`config.mk`:
```
export PLATFORM = sky130hd
export DESIGN_NAME = prio_encoder_seq
export DESIGN_NICKNAME = d
export VERILOG_FILES = /design/src/rtl/prio_encoder_seq.sv
export SDC_FILE = /design/constraint.sdc
export NUM_CORES = 1
export LEC_CHECK = 0
export CORE_ASPECT_RATIO = 1.2
export CORE_MARGIN = 2
export CORE_UTILIZATION = 35
export DETAILED_ROUTE_END_ITERATION = 10
export GPL_TIMING_DRIVEN = 0
export PLACE_DENSITY = 0.78
export SYNTH_ARGS = -nofsm -noshare
export SYNTH_HDL_FRONTEND = slang
export SYNTH_SLANG_ARGS = --single-unit
```
`constraint.sdc`:
```
create_clock -name clk -period 1.55 [get_ports clk]
set_clock_uncertainty 0.15 [all_clocks]
set_input_delay 0.155 -clock clk [delete_from_list [all_inputs] [get_ports clk]]
set_output_delay 0.155 -clock clk [all_outputs]
set_load 0.03 [all_outputs]
```
`src/rtl/prio_encoder_seq.sv`:
```
// rtl/prio_encoder_seq.sv - registered N-input priority encoder with request latching and valid/ready output
//
// Request pulses are latched into a pending register. Each time the output
// stage is free or being accepted, one eligible pending request is moved
// into the output stage and presented as a binary index. Selection is either
// fixed (highest index wins) or round-robin (last grant gets lowest priority).
//
// Parameters:
//   N      number of request inputs (N >= 2)
//   IDX_W  width of out_idx, derived from N; leave at its default
//   RR     0 = fixed priority, highest index wins; 1 = round-robin
//
// Ports:
//   clk          clock, all state changes on the rising edge
//   rst          synchronous reset, active-high
//   req          request pulses; a high bit sets the matching pending bit
//   mask         1 = request ineligible for grant, pending bit retained
//   out_idx      index of the granted request in the output stage
//   out_valid    out_idx holds a granted request
//   out_ready    consumer accepts out_idx when out_valid & out_ready
//   pending      current pending register
//   any_pending  OR-reduction of pending
//   overflow     sticky lost-duplicate-request flag
//
// Build option:
//   PRIO_ENCODER_SEQ_OVERFLOW_EN  when defined, overflow sets whenever a
//   request arrives for a bit that is already pending and not granted in
//   that cycle, and stays set until rst. When undefined, overflow is 0.

module prio_encoder_seq #(
    parameter int N     = 8,
    parameter int IDX_W = $clog2(N),
    parameter bit RR    = 1'b0
) (
    input  logic             clk,
    input  logic             rst,
    input  logic [N-1:0]     req,
    input  logic [N-1:0]     mask,
    output logic [IDX_W-1:0] out_idx,
    output logic             out_valid,
    input  logic             out_ready,
    output logic [N-1:0]     pending,
    output logic             any_pending,
    output logic             overflow
);

    logic [N-1:0]     pending_q, pending_d;
    logic             out_valid_q, out_valid_d;
    logic [IDX_W-1:0] out_idx_q, out_idx_d;
    logic [IDX_W-1:0] ptr_q, ptr_d;

    logic [N-1:0]     eligible;
    logic [N-1:0]     clear_onehot;
    logic [IDX_W-1:0] winner;
    logic             found;
    logic             load;
    logic [IDX_W-1:0] cand_idx;
    int               cand;

    assign eligible = pending_q & ~mask;

    // Winner selection. Fixed mode scans upward so the highest set index is
    // the last to write winner. Round-robin walks ptr-1, ptr-2, ... wrapping
    // through N-1 and ending at ptr, so the previous grant ranks last.
    always_comb begin
        winner   = '0;
        found    = 1'b0;
        cand     = 0;
        cand_idx = '0;
        if (RR) begin
            for (int i = 1; i <= N; i++) begin
                cand = int'(ptr_q) + N - i;
                if (cand >= N) begin
                    cand = cand - N;
                end
                cand_idx = IDX_W'(cand);
                if (!found && eligible[cand_idx]) begin
                    winner = cand_idx;
                    found  = 1'b1;
                end
            end
        end else begin
            for (int i = 0; i < N; i++) begin
                cand_idx = IDX_W'(i);
                if (eligible[cand_idx]) begin
                    winner = cand_idx;
                    found  = 1'b1;
                end
            end
        end
    end

    // The output stage can take a new grant when it is empty or its current
    // contents are being accepted this cycle.
    assign load = (!out_valid_q || out_ready) && (|eligible);

    always_comb begin
        clear_onehot = '0;
        if (load) begin
            clear_onehot = {{(N-1){1'b0}}, 1'b1} << winner;
        end
    end

    always_comb begin
        // A request arriving for the bit being granted re-sets it.
        pending_d   = (pending_q & ~clear_onehot) | req;
        out_valid_d = out_valid_q;
        out_idx_d   = out_idx_q;
        ptr_d       = ptr_q;
        if (load) begin
            out_valid_d = 1'b1;
            out_idx_d   = winner;
            ptr_d       = winner;
        end else if (out_valid_q && out_ready) begin
            out_valid_d = 1'b0;
        end
    end

    always_ff @(posedge clk) begin
        if (rst) begin
            pending_q   <= '0;
            out_valid_q <= 1'b0;
            out_idx_q   <= '0;
            ptr_q       <= '0;
        end else begin
            pending_q   <= pending_d;
            out_valid_q <= out_valid_d;
            out_idx_q   <= out_idx_d;
            ptr_q       <= ptr_d;
        end
    end

`ifdef PRIO_ENCODER_SEQ_OVERFLOW_EN
    logic overflow_q, overflow_d;

    // A duplicate is lost when the bit is already pending and is not being
    // moved to the output stage in the same cycle.
    always_comb begin
        overflow_d = overflow_q | (|(req & pending_q & ~clear_onehot));
    end

    always_ff @(posedge clk) begin
        if (rst) begin
            overflow_q <= 1'b0;
        end else begin
            overflow_q <= overflow_d;
        end
    end

    assign overflow = overflow_q;
`else
    assign overflow = 1'b0;
`endif

    assign out_idx     = out_idx_q;
    assign out_valid   = out_valid_q;
    assign pending     = pending_q;
    assign any_pending = |pending_q;

endmodule

```
### Word-level counts from Yosys, hierarchy flattened

Cells that the tools add are included.

* register bits after elaboration: 12
* word-level logic and storage cells: 26
* input port bits: 19

* shifts and indexed selects: 1
* bitwise operators: 5
* reduce and logical (&&, ||, !) cells: 7
* muxes and demuxes: 10

Operators by type and width (number)
* $mux 3: 6
* $and 8x8->8: 2
* $not 8->8: 2
* $reduce_or 8->1: 2
* $mux 8: 1
* $or 8x8->8: 1
* $shl 1x3->8 const A: 1
* $mux 1: 3
* $logic_and 1x1->1: 2
* $reduce_bool 2->1: 1
* $logic_not 1->1: 1
* $logic_or 1x1->1: 1

### Longest topological paths before layout

* word-level depth: 14
* depth in mapped cells: 4
* gate-level depth less buffers: 4

### Least setup slack after synthesis

Ideal clock, no wire load.

* path kind: reg-to-reg
* from: register pending_q[0], in the netlist pending[0]
* to: register out_idx_q[1], in the netlist out_idx[1]
* arrival time: 1.439 ns
* required time: 1.328 ns
* cell stages (with the launch flop): 5
* setup slack: -0.111 ns
* path through: dfxtp_1 -> nor2b_2 -> or4_4 -> o21ai_2 -> mux2i_1

* cells in the longest elaborated chain, start to end: 3

RTL lines
* from (decl): RTL line 47 `logic [N-1:0] pending_q, pending_d;`
* from (signal assigned): RTL line 126 `pending_q <= pending_d;`
* $and 8x8->8: RTL line 60 `assign eligible = pending_q & ~mask;`
* $reduce_or 8->1: RTL line 95 `assign load = (!out_valid_q || out_ready) && (|eligible);`
* $logic_and 1x1->1: RTL line 95
* to (signal assigned): RTL line 128 `out_idx_q <= out_idx_d;`
* to (decl): RTL line 49 `logic [IDX_W-1:0] out_idx_q, out_idx_d;`

No other way between the ends.
A chain may end at the register's enable or synchronous reset.

### Worst setup path in the final report

* from: register pending_q[1], in the netlist pending[1]
* to: output any_pending

* cells in the longest elaborated chain, start to end: 1

RTL lines
* $reduce_or 8->1: RTL line 158 `assign any_pending = |pending_q;`
* to (decl): RTL line 43 `output logic any_pending,`

No other way between the ends.

==> qor.csv <==
metric,value,unit
most frequent cell after synthesis,dfxtp_1,
startpoint types,flop,
# DRC,0,
RSZ-0062 raised after global routing,true,
fillcell total,177,
switch share,33.4,%
Hold WC Path Type,in2reg,
P_leak,0.466,nW
count of different cell masters after synthesis,32,
CTS tree,done,
top cell type's share of synthesized area,35.2,%
PD cells,782,mW/mm2
CP max FO,3,
Die Y,52.4,um
final period utilization,102,%
max cap viols,0,
routed length per instance,12.6,um
Critical Path Start,pending[1],
final setup vio count,3,
Reg area,250,um2
clock share of power,22.3,%
Comb power frac,34.3,%
DIE AREA,0.00232,mm2
R2R cell count,4,
number of enable flip-flop cells after synthesis,0,
#FFs+latches synth,12,
via density per instance,5.47,
final design utilization,58.8,%
drt total wl,1730,um
width of the chip,44.3,um
Max Clk Rate,0.632,GHz
Congestion Overflow GR,0,
Post-Place Cell Area,0.00103,mm2
H-tree levels,1,
CP Capture Type,primary output,
total track usage,16.1,%
routability congestion estimate,0.798,
clock-pin slew on the worst setup and hold paths,70,ps
clock buffer depth,2,
Syn Std Cell Area,682,um2
DRT Pass-1 Iters,4,
fin. max-slew vios,0,
layout cell share with drive strength beyond 1,17.8,%
CTS buffer count,3,
status,"complete, but fails checks",
Area growth syn-to-layout,57.6,%
VDD IR max,511,uV
ANT nets after route,0,
Area contributors post-synth,"dfxtp_1 35%, nor2b_1 6.4%, o31ai_1 5.5%",
"Hold Vio Cnt, Final",0,
Synth async-reset ratio,0,%
Critical R2R Launch,pending[1],
total number of vias,750,
Net Sw Power,0.281,mW
post-route cell area,0.00107,mm2
first-pass GRT wire length,2780,um
Starting Density,37.3,%
leading area contributor after synthesis,dfxtp_1,
post-route minimum period,1580,ps
CP arrival,1280,ps
post-synthesis net count,102,
R2R Setup Slk,-30,ps
final setup TNS,-73.2,ps
multi-input logic area,434,um2
# clock sinks,12,
DR iter-0 viols,11,
via count of the first global-routing pass,659,
post-layout net count,139,
Hold Crit Endpoint,pending[1],
Port-buffer cells,31,
Post-synth top flop,dfxtp_1,
Yosys warnings,0,
"Worst Setup Slack, final",-33.3,ps
failing checks,negative setup slack,
sequential share of the synthesized area,35.2,%
clk root buf,clkbuf_4,
Hold Path Depth,3,
io pins,33,
sequential power share,43.4,%
Core Area,0.00183,mm2
# rows,17,
largest net degree at the start of global routing,11,
diodes inserted,0,
commonest cells in the netlist,"12 x dfxtp_1, 8 x inv_1, 7 x a21oi_1, 7 x nor2b_1",
initial antenna violation count,0,
worst hold path startpoint,req[1],
Syn Inst Count,83,
Worst-Skew Late Latency,260,ps
Int Pwr,0.559,mW
mean post-synth cell area,8.22,um2
capturing point of the worst reg2reg path,out_idx[1],
Place WS,-303,ps
Worst EP required,1240,ps
CP Class,reg2out,
detailed placement HPWL,1360,um
-- final cells by class --
| cell class | count | share of cell area [%] |
|---|---|---|
| inverter | 8 | 2.79 |
| timing repair buffer | 32 | 28.2 |
| sequential | 12 | 23.3 |
| buffer | 2 | 1.05 |
| tap | 19 | 2.21 |
| clock buffer | 3 | 2.10 |
| multi-input combinational | 61 | 40.4 |
-- registers in the layout, summed over array words and instances (netlist names) --
signal / flops
out_idx: 3
pending: 8
out_valid: 1
-- worst max-delay path: stages (launching register included) --
cell	delay, ps
dfxtp_4	360
nor4_4	290
nand2_1	80
clkdlybuf4s15_2	280
-- through the flow --
step	instances	total power, mW	hold WS (ps)
floorplan	83	0.534	124
global placement	133	0.659	298
detailed placement	133	0.664	309
CTS	137	0.841	263
global route	137	0.886	267
finish	137	0.840	263
-- worst max-delay path by stage --
stage / end / cells after the start / slack [ps]
finish: any_pending / 3 / -30
CTS: any_pending / 3 / -50
global route: out_idx[1] / 4 / -90
detailed placement: out_idx[1] / 5 / -300
global placement: out_idx[1] / 5 / -300
floorplan: out_idx[1] / 4 / -20
-- layout by cell type (no fill, tap or decap), drive strengths merged, types with 2 or more instances in the layout --
cell type,synthesis,routed
o21ai,7,7
inv,8,8
nand2,3,3
clkdlybuf4s50,0,17
a31oi,2,2
nor4,5,5
or2b,3,3
nand2b,5,5
dlygate4sd2,0,13
nor2,2,2
o31ai,5,5
clkbuf,1,4
nand4,2,2
dfxtp,12,12
a21oi,7,7
buf,1,2
nand3,2,2
nor2b,9,9
-- power groups by stage --
stage	registers, mW	logic [mW]	clock network, mW
6_report	0.365	0.288	0.188
5_1_grt	0.369	0.309	0.208
4_1_cts	0.363	0.288	0.190
3_5_place_dp	0.368	0.296	0
3_3_place_gp	0.367	0.292	0
2_1_floorplan	0.420	0.114	0
-- layer usage --
| layer | wire (um) | share of wire (%) | global-route usage, % |
|---|---|---|---|
| met2 | 901 | 52 | 28.7 |
| met4 | 27 | 1.6 | 7.58 |
| met3 | 77 | 4.5 | 3.10 |
| met5 | 0 | 0 | 0 |
| met1 | 723 | 42 | 18.0 |
-- what timing repair did --
item / in CTS / in global routing
endpoints found under the setup margin: 15 / 7
hold buffers: 0 / 0
setup buffers: 1 / 0
gates resized for setup: 19 / 1
cloned: 0 / 0
pin swaps: 2 / 1
-- kinds of logic (layout without fill, tap and decap cells) --
family / after synthesis / count (layout) / share of synthesized area, %
and+or+nand+nor: 34 / 34 / 33.2
muxes: 1 / 1 / 1.47
other: 1 / 1 / 0.550
AOI/OAI and AO/OA: 25 / 25 / 23.5
DFF: 12 / 12 / 35.2
buffers and inverters: 10 / 45 / 6.06
Note: power is estimated with default switching activity, not from simulation.
